<file path="src/rtl/keypad_calc_ctrl_if.sv">
// Keypad controller bus: scanner key code and ALU handshake in, operand/status view out.
// slave = controller side, master = keypad/ALU/display environment side.
interface keypad_calc_ctrl_if #(
  parameter int NUM_OPS = 2,
  parameter int DIGITS  = 4
);
  localparam int REG_SEL_W = (NUM_OPS > 2) ? $clog2(NUM_OPS) : 1;

  logic [4:0]                  key;
  logic                        calc_done;
  logic                        calc_start;
  logic [2:0]                  op_sel;
  logic [REG_SEL_W-1:0]        reg_sel;
  logic [NUM_OPS*DIGITS*4-1:0] opnd_bus;
  logic [2:0]                  state;
  logic                        busy;
  logic                        err;

  modport master (
    output key, calc_done,
    input  calc_start, op_sel, reg_sel, opnd_bus, state, busy, err
  );

  modport slave (
    input  key, calc_done,
    output calc_start, op_sel, reg_sel, opnd_bus, state, busy, err
  );
endinterface

</file>
<file path="src/rtl/keypad_calc_ctrl.sv">
// Keypad-driven BCD operand entry and ALU launch controller.
// Optional CALC timeout/ERR state enabled by defining KEYPAD_CALC_TIMEOUT_EN.
module keypad_calc_ctrl #(
  parameter int NUM_OPS = 2,
  parameter int DIGITS  = 4,
  parameter int TIMEOUT = 1024
) (
  input  logic               clk,
  input  logic               rst,
  keypad_calc_ctrl_if.slave  bus
);
  localparam int REG_SEL_W = (NUM_OPS > 2) ? $clog2(NUM_OPS) : 1;
  localparam int REG_W     = DIGITS * 4;
  localparam int CNT_W     = $clog2(DIGITS + 1);

  if (NUM_OPS < 2 || DIGITS < 1 || TIMEOUT < 2) begin : g_param_check
    $error("keypad_calc_ctrl: NUM_OPS>=2, DIGITS>=1, TIMEOUT>=2 required");
  end

  typedef enum logic [2:0] {
    IDLE    = 3'd0,
    HOLD    = 3'd1,
    OP_HOLD = 3'd2,
    CALC    = 3'd3,
    ERR     = 3'd4
  } state_t;

  state_t                            st;
  logic [NUM_OPS-1:0][REG_W-1:0]     opnd;
  logic [NUM_OPS-1:0][CNT_W-1:0]     cnt;
  logic [NUM_OPS-1:0]                fresh;
  logic [REG_SEL_W-1:0]              reg_sel;
  logic [2:0]                        op_sel;
  logic                              calc_start;
  logic                              done_seen;

  logic key_valid;
  logic is_digit;
  logic done_any;

  assign key_valid = ~bus.key[4];
  assign is_digit  = key_valid && (bus.key[3:0] <= 4'd9);
  assign done_any  = done_seen | bus.calc_done;

`ifdef KEYPAD_CALC_TIMEOUT_EN
  localparam int TO_W = (TIMEOUT > 2) ? $clog2(TIMEOUT) : 1;
  logic [TO_W-1:0] to_cnt;
  logic            err_q;
`endif

  always_ff @(posedge clk) begin
    if (rst) begin
      st         <= IDLE;
      opnd       <= '0;
      cnt        <= '0;
      fresh      <= '0;
      reg_sel    <= '0;
      op_sel     <= '0;
      calc_start <= 1'b0;
      done_seen  <= 1'b0;
`ifdef KEYPAD_CALC_TIMEOUT_EN
      to_cnt     <= '0;
      err_q      <= 1'b0;
`endif
    end else begin
      calc_start <= 1'b0;
      case (st)
        IDLE: begin
          if (is_digit) begin
            // First digit after a calculation replaces the old result.
            if (fresh[reg_sel]) begin
              opnd[reg_sel]  <= REG_W'(bus.key[3:0]);
              cnt[reg_sel]   <= CNT_W'(1);
              fresh[reg_sel] <= 1'b0;
            end else if (cnt[reg_sel] < CNT_W'(DIGITS)) begin
              opnd[reg_sel] <= (opnd[reg_sel] << 4) | REG_W'(bus.key[3:0]);
              cnt[reg_sel]  <= cnt[reg_sel] + CNT_W'(1);
            end
            st <= HOLD;
          end else if (key_valid && bus.key[3:0] == 4'hA) begin
            reg_sel <= (reg_sel == REG_SEL_W'(NUM_OPS - 1)) ? '0 : reg_sel + REG_SEL_W'(1);
            st      <= HOLD;
          end else if (key_valid) begin
            op_sel <= bus.key[2:0] - 3'd2;
            st     <= OP_HOLD;
          end
        end
        HOLD: begin
          if (!key_valid) st <= IDLE;
        end
        OP_HOLD: begin
          if (!key_valid) begin
            st         <= CALC;
            calc_start <= 1'b1;
`ifdef KEYPAD_CALC_TIMEOUT_EN
            to_cnt     <= '0;
`endif
          end
        end
        CALC: begin
          if (done_any && !key_valid) begin
            st        <= IDLE;
            fresh     <= '1;
            done_seen <= 1'b0;
          end
`ifdef KEYPAD_CALC_TIMEOUT_EN
          else if (!done_any && to_cnt == TO_W'(TIMEOUT - 1)) begin
            st     <= ERR;
            err_q  <= 1'b1;
            op_sel <= '0;
          end
`endif
          else begin
            done_seen <= done_any;
`ifdef KEYPAD_CALC_TIMEOUT_EN
            to_cnt    <= to_cnt + TO_W'(1);
`endif
          end
        end
        ERR: begin
`ifdef KEYPAD_CALC_TIMEOUT_EN
          if (key_valid) begin
            st    <= HOLD;
            err_q <= 1'b0;
          end
`else
          st <= IDLE;
`endif
        end
        default: st <= IDLE;
      endcase
    end
  end

  assign bus.calc_start = calc_start;
  assign bus.op_sel     = op_sel;
  assign bus.reg_sel    = reg_sel;
  assign bus.opnd_bus   = opnd;
  assign bus.state      = st;
  assign bus.busy       = (st == OP_HOLD) || (st == CALC);
`ifdef KEYPAD_CALC_TIMEOUT_EN
  assign bus.err        = err_q;
`else
  assign bus.err        = 1'b0;
`endif

endmodule

</file>
<file path="src/flat_wrapper.sv">
// flat-port wrapper written by rule: the top's interface ports become plain ports
module keypad_calc_ctrl_flat 
#(
  parameter int NUM_OPS = 2,
  parameter int DIGITS  = 4,
  parameter int TIMEOUT = 1024
)
  (clk, rst, bus_key, bus_calc_done, bus_calc_start, bus_op_sel, bus_reg_sel, bus_opnd_bus, bus_state, bus_busy, bus_err);
  keypad_calc_ctrl_if #(.NUM_OPS(NUM_OPS), .DIGITS(DIGITS)) bus_i ();
  input  logic clk;
  input  logic rst;
  input wire logic [$bits(bus_i.key)-1:0] bus_key;
  input wire logic [$bits(bus_i.calc_done)-1:0] bus_calc_done;
  output wire logic [$bits(bus_i.calc_start)-1:0] bus_calc_start;
  output wire logic [$bits(bus_i.op_sel)-1:0] bus_op_sel;
  output wire logic [$bits(bus_i.reg_sel)-1:0] bus_reg_sel;
  output wire logic [$bits(bus_i.opnd_bus)-1:0] bus_opnd_bus;
  output wire logic [$bits(bus_i.state)-1:0] bus_state;
  output wire logic [$bits(bus_i.busy)-1:0] bus_busy;
  output wire logic [$bits(bus_i.err)-1:0] bus_err;
  assign bus_i.key = bus_key;
  assign bus_i.calc_done = bus_calc_done;
  assign bus_calc_start = bus_i.calc_start;
  assign bus_op_sel = bus_i.op_sel;
  assign bus_reg_sel = bus_i.reg_sel;
  assign bus_opnd_bus = bus_i.opnd_bus;
  assign bus_state = bus_i.state;
  assign bus_busy = bus_i.busy;
  assign bus_err = bus_i.err;
  keypad_calc_ctrl #(.NUM_OPS(NUM_OPS), .DIGITS(DIGITS), .TIMEOUT(TIMEOUT)) u_core (.clk(clk), .rst(rst), .bus(bus_i));
endmodule
</file>
<file path="config.mk">
export PLATFORM = sky130hd
export DESIGN_NAME = keypad_calc_ctrl_flat
export DESIGN_NICKNAME = d
export VERILOG_FILES = /design/src/rtl/keypad_calc_ctrl_if.sv /design/src/rtl/keypad_calc_ctrl.sv /design/src/flat_wrapper.sv
export SDC_FILE = /design/constraint.sdc
export NUM_CORES = 1
export LEC_CHECK = 0
export CELL_PAD_IN_SITES_DETAIL_PLACEMENT = 0
export CELL_PAD_IN_SITES_GLOBAL_PLACEMENT = 1
export CORE_ASPECT_RATIO = 1.75
export CORE_UTILIZATION = 35
export CTS_CLUSTER_SIZE = 28
export DETAILED_ROUTE_END_ITERATION = 12
export GPL_ROUTABILITY_DRIVEN = 0
export PLACE_DENSITY = 0.77
export SLEW_MARGIN = 20
export SYNTH_ARGS = -nofsm -noshare
export SYNTH_HDL_FRONTEND = slang
export SYNTH_SLANG_ARGS = --single-unit
</file>
<file path="constraint.sdc">
create_clock -name clk -period 2.4 [get_ports clk]
set_input_delay 0.6 -clock clk [delete_from_list [all_inputs] [get_ports clk]]
set_output_delay 0.6 -clock clk [all_outputs]
set_load 0.005 [all_outputs]
</file>
### Word level (Yosys, flattened, before mapping)

Cells that the tools add are included.

| storage, ports and cells | value |
|---|---|
| bits of input ports | 8 |
| flip-flop bits (word level) | 49 |
| output and inout bits | 42 |
| logic and storage cells | 85 |

| operators by class | value |
|---|---|
| $lt $le $gt $ge | 4 |
| equal/unequal tests | 10 |
| bitwise operators | 11 |
| mux-type cells | 33 |
| add/sub/neg operators | 3 |
| reductions and logical operators | 14 |

Operator list:

| cell | number |
|---|---|
| bitwise mux 32 bit | 2 |
| two-way mux 32 bit | 2 |
| two-way mux 3 bit | 9 |
| two-way mux 12 bit | 2 |
| demux 16 bit (select 1 bit) | 1 |
| two-way mux 16 bit | 1 |
| bitwise OR 16 x 4 -> 16 bit | 1 |
| two-way mux 6 bit | 2 |
| one-hot mux 3 bit (4 select lines) | 1 |
| AND reduction 4 bit | 3 |
| bitwise mux 6 bit | 1 |
| equality test 3 x 2 -> 1 bit (second input constant) | 2 |
| two-way mux 1 bit | 6 |
| two-way mux 2 bit | 3 |
| != test 2 x 1 -> 1 bit (second input constant) | 3 |
| AND reduction 3 bit | 2 |
| AND 4 bit | 1 |
| equality test 4 bit (second input constant) | 1 |
| less-or-equal comparator 4 bit (second input constant) | 1 |
| logical AND 1 bit | 4 |
| != test 2 bit (second input constant) | 2 |
| != test 4 x 2 -> 1 bit (second input constant) | 1 |
| NOT 1 bit | 4 |
| NOT 4 bit | 1 |
| 18 further kinds | 19 |

### Longest topological paths before layout

Gate-level depths: netlist (run 1).

| logic depth | value |
|---|---|
| depth in word-level cells | 9 |
| depth in mapped cells | 6 |
| mapped depth without buffers | 4 |

### Least setup slack after synthesis (run 1)

OpenSTA, ideal clock, no wires.

| path | value |
|---|---|
| path kind | in2reg |
| start point | input port bus_key[4] |
| end point | register with a tool-made name |
| stages | 5 |
| buffers on the path | 2 |
| slack | 347 ps |
| arrival | 1,982 ps |
| setup time | 72 ps |
| required time | 2,328 ps |
| path through | buf_4 -> or3_4 -> a2111oi_4 -> buf_6 -> mux2i_1 |

RTL lines:

| element | line | RTL |
|---|---|---|
| start, declared | flat_wrapper.sv:12 | `input wire logic [$bits(bus_i.key)-1:0] bus_key;` |

### Final worst setup path (run 1)

| path | value |
|---|---|
| start point | register u_core.st[1] (netlist: u_core.bus.state[1]) |
| end point | output port bus_state[1] |

RTL lines:

| element | line | RTL |
|---|---|---|
| start, declared | keypad_calc_ctrl.sv:28 | `state_t st;` |
| start signal, assigned | keypad_calc_ctrl.sv:53 | `st <= IDLE;` |
| start signal, assigned | keypad_calc_ctrl.sv:79 | `st <= HOLD;` |
| start signal, assigned | keypad_calc_ctrl.sv:82 | `st <= HOLD;` |
| end, declared | flat_wrapper.sv:18 | `output wire logic [$bits(bus_i.state)-1:0] bus_state;` |

No word-level cell between the ends.

==> flow_metrics.tcl, run 1 <==
set metrics [dict create \
    final_cell_count_no_fill 335 \
    rsz0062_at_grt "false" \
    tightestPinTransition_ns 0.532 \
    end_kind "output port" \
    setup_viol 0 \
    start_kind "flip-flop" \
    multi_input_area_um2 895 \
    clkLatencyLatePin_ns 0.30 \
    clkSlewWorstSetupHoldPaths_ns 0.09 \
    placed_area_um2 2580 \
    place_ws_ns 0.0732 \
    gr-usage-all-layers 0.160 \
    worst_slack_ns 0.342 \
    critical_path.max_fanout 14 \
    yosysWarnings 0 \
    synth_edf_count 0 \
    maxCapViolCount 0 \
    area_growth_pct 34.8 \
    wl_per_cell_um 13.1 \
    hp-class "flip-flop to flip-flop" \
    final_nets 267 \
    grt_pass1_vias 1589 \
    post_cts_resized 0 \
    fin_tns_setup_ns 0 \
    required_ns 1.80 \
    insertedDiodeCount 0 \
    path_class "flip-flop to output port" \
    cellPowerDensity_nw_per_um2 585 \
    ff_latch_area_um2 961 \
    cts_root_buf "clkbuf_8" \
    port_buffers 47 \
    dr.pass1.iters 4 \
    cts_hold_buf 0 \
    max_freq_ghz 0.486 \
    max-slew-margin-rel 0.643 \
    synthesis.area_um2 2000 \
    grt_max_degree 22 \
    critical_path.cell_chain "clkdlybuf4s50_1" \
    dp.cells 327 \
    drc 0 \
    fill_cells 566 \
    seq_area_frac_synth 0.481 \
    die_area_um2 6030 \
    grt_antenna_before_repair 0 \
    fp.dieH_um 102 \
    whs_ns 0.482 \
    ir_drop_mv 0.371 \
    coreArea_um2 5540 \
    total_power_mw 1.58 \
    slew_violations 0 \
    via_count 1650 \
    drive_gt1_frac 0.112 \
    detail_route.wirelength_mm 4.38 \
    placementRows 36 \
    cts_tree "built" \
    avgSynthCellArea_um2 9.57 \
    grt_pass1_wl_mm 7.31 \
    swShare 0.234 \
    hpwlAfterDp_mm 3.26 \
    clk_path_buf_depth 2 \
    ys_ff_latch 48 \
    initial_utilization 0.361 \
    switchingPower_uw 368 \
    clockPowerShare 0.376 \
    cp_num_buf_inv 1 \
    skew_ns 0.00761 \
    fin_area_um2 2700 \
    antenna_left 0 \
    status "complete, no violations" \
    synth_cells 209 \
    pwr-share-comb 0.100 \
    grt_overflow 0 \
    synth_cell_types 38 \
    detail_route.iter0.violations 26 \
    cp_slowest_cell "dfxtp_1" \
    numCtsBuffers 5 \
    async_reset_ff_frac 0 \
    ys.flop_type "dfxtp_1" \
    fin_crit_sh 0.857 \
    cts_htree_levels 2 \
    die_x_um 59.1 \
    min_period_ns 2.06 \
    seqPwrFrac 0.524 \
    leakage_nw 0.931 \
    clkSinkCount 48 \
    internal_power_mw 1.21 \
    cts_setup_buffers 0 \
    worstPathArrival_ns 1.46 \
    utilization 0.486 \
    crit_family "flip-flops" \
    finalHoldViolations 0 \
    cpPeakStageDelay_ns 0.58 \
    pin_count 50 \
    avgViaCountPerCell 4.93 \
]
[layout make-up]
type / count / share of cell area
Clock inverter: 3 / 0.0172
Clock buffer: 5 / 0.0255
Multi-Input combinational cell: 131 / 0.332
Inverter: 11 / 0.0153
Timing Repair Buffer: 61 / 0.218
Tap cell: 76 / 0.0353
Sequential cell: 48 / 0.357
[power groups by stage]
stage | clock, mW | combinational (mW) | sequential (mW)
after floorplan | 0 | 0.0991 | 0.838
after detailed placement | 0 | 0.159 | 0.845
after global placement | 0 | 0.158 | 0.844
final | 0.592 | 0.158 | 0.826
after global routing | 0.645 | 0.172 | 0.829
after CTS | 0.611 | 0.160 | 0.826
[path summary, 6_finish.rpt]
check	startpoint	to	slack, ns	cells past startpoint
hold reg to reg	u_core.bus.opnd_bus[30]	u_core.bus.opnd_bus[30]	0.48	2
setup / recovery	u_core.bus.state[1]	bus_state[1]	0.34	1
setup reg to reg	u_core.bus.state[1]	u_core.bus.op_sel[1]	0.64	3
hold / removal	u_core.bus.opnd_bus[30]	u_core.bus.opnd_bus[30]	0.48	2
[cells in the mapped netlist, types with 2 or more instances]
library cell | number | share of area
dfxtp_1 | 48 | 0.48
nand2b_1 | 31 | 0.097
o22ai_1 | 16 | 0.050
clkbuf_1 | 11 | 0.021
inv_1 | 11 | 0.021
o32ai_1 | 10 | 0.044
a21oi_1 | 9 | 0.023
mux2i_1 | 8 | 0.040
o21ai_0 | 8 | 0.020
nor2_1 | 6 | 0.011
nand3_1 | 5 | 0.013
buf_2 | 4 | 0.010
nor2b_1 | 4 | 0.013
a311oi_1 | 3 | 0.013
a31oi_1 | 3 | 0.0094
buf_4 | 3 | 0.011
a21o_1 | 2 | 0.0075
a22o_1 | 2 | 0.0088
buf_6 | 2 | 0.011
mux2_2 | 2 | 0.011
nand2_1 | 2 | 0.0038
nor4b_1 | 2 | 0.0088
o31ai_1 | 2 | 0.0075
[worst reg2reg max path: cells and delay by family, from the launching register on]
kind | cells | cell delay [ns]
AO/OA/AOI/OAI | 1 | 0.13
flip-flops | 1 | 0.44
AND/OR/NAND/NOR | 2 | 1.13
[layer usage]
layer  track usage  vias up  wire [µm]
met5             0        -          0
li1              -      845          -
met4        0.0604        0         72
met3        0.0380        5        176
met1         0.187      765       1840
met2         0.276       35       2290
[cell usage in the layout, fill, tap and decap left out, drive strengths merged, types with 2 or more instances in the layout]
cell            n
mux2            2
a21oi           9
mux2i           8
a31oi           3
dfxtp          48
or3             2
nand2b         31
nor2            6
inv            12
a21o            2
o22ai          16
o32ai          10
conb            2
nand3           5
o31ai           2
clkdlybuf4s50  47
nand2           2
nor2b           4
clkbuf          5
a22o            2
buf            14
nor4b           2
a311oi          3
o21ai           9
[cells by family after synthesis]
| group | share of synthesized area |
|---|---|
| flops | 0.481 |
| fa+ha+maj | 0.00626 |
| simple gates | 0.175 |
| other cells | 0.00188 |
| compound gates | 0.212 |
| buf+inv | 0.0738 |
| mux | 0.0513 |
Power figures use the tool's default switching activity.
==> run 2: changes to the inputs <==
--- a/config.mk
+++ b/config.mk
@@ -9,6 +9,7 @@
 export CELL_PAD_IN_SITES_GLOBAL_PLACEMENT = 1
 export CORE_ASPECT_RATIO = 1.75
 export CORE_UTILIZATION = 35
+export CTS_CLUSTER_DIAMETER = 60
 export CTS_CLUSTER_SIZE = 28
 export DETAILED_ROUTE_END_ITERATION = 12
 export GPL_ROUTABILITY_DRIVEN = 0
==> results of run 2 <==
Final layout, timing and power as in run 1 (identical DEF).
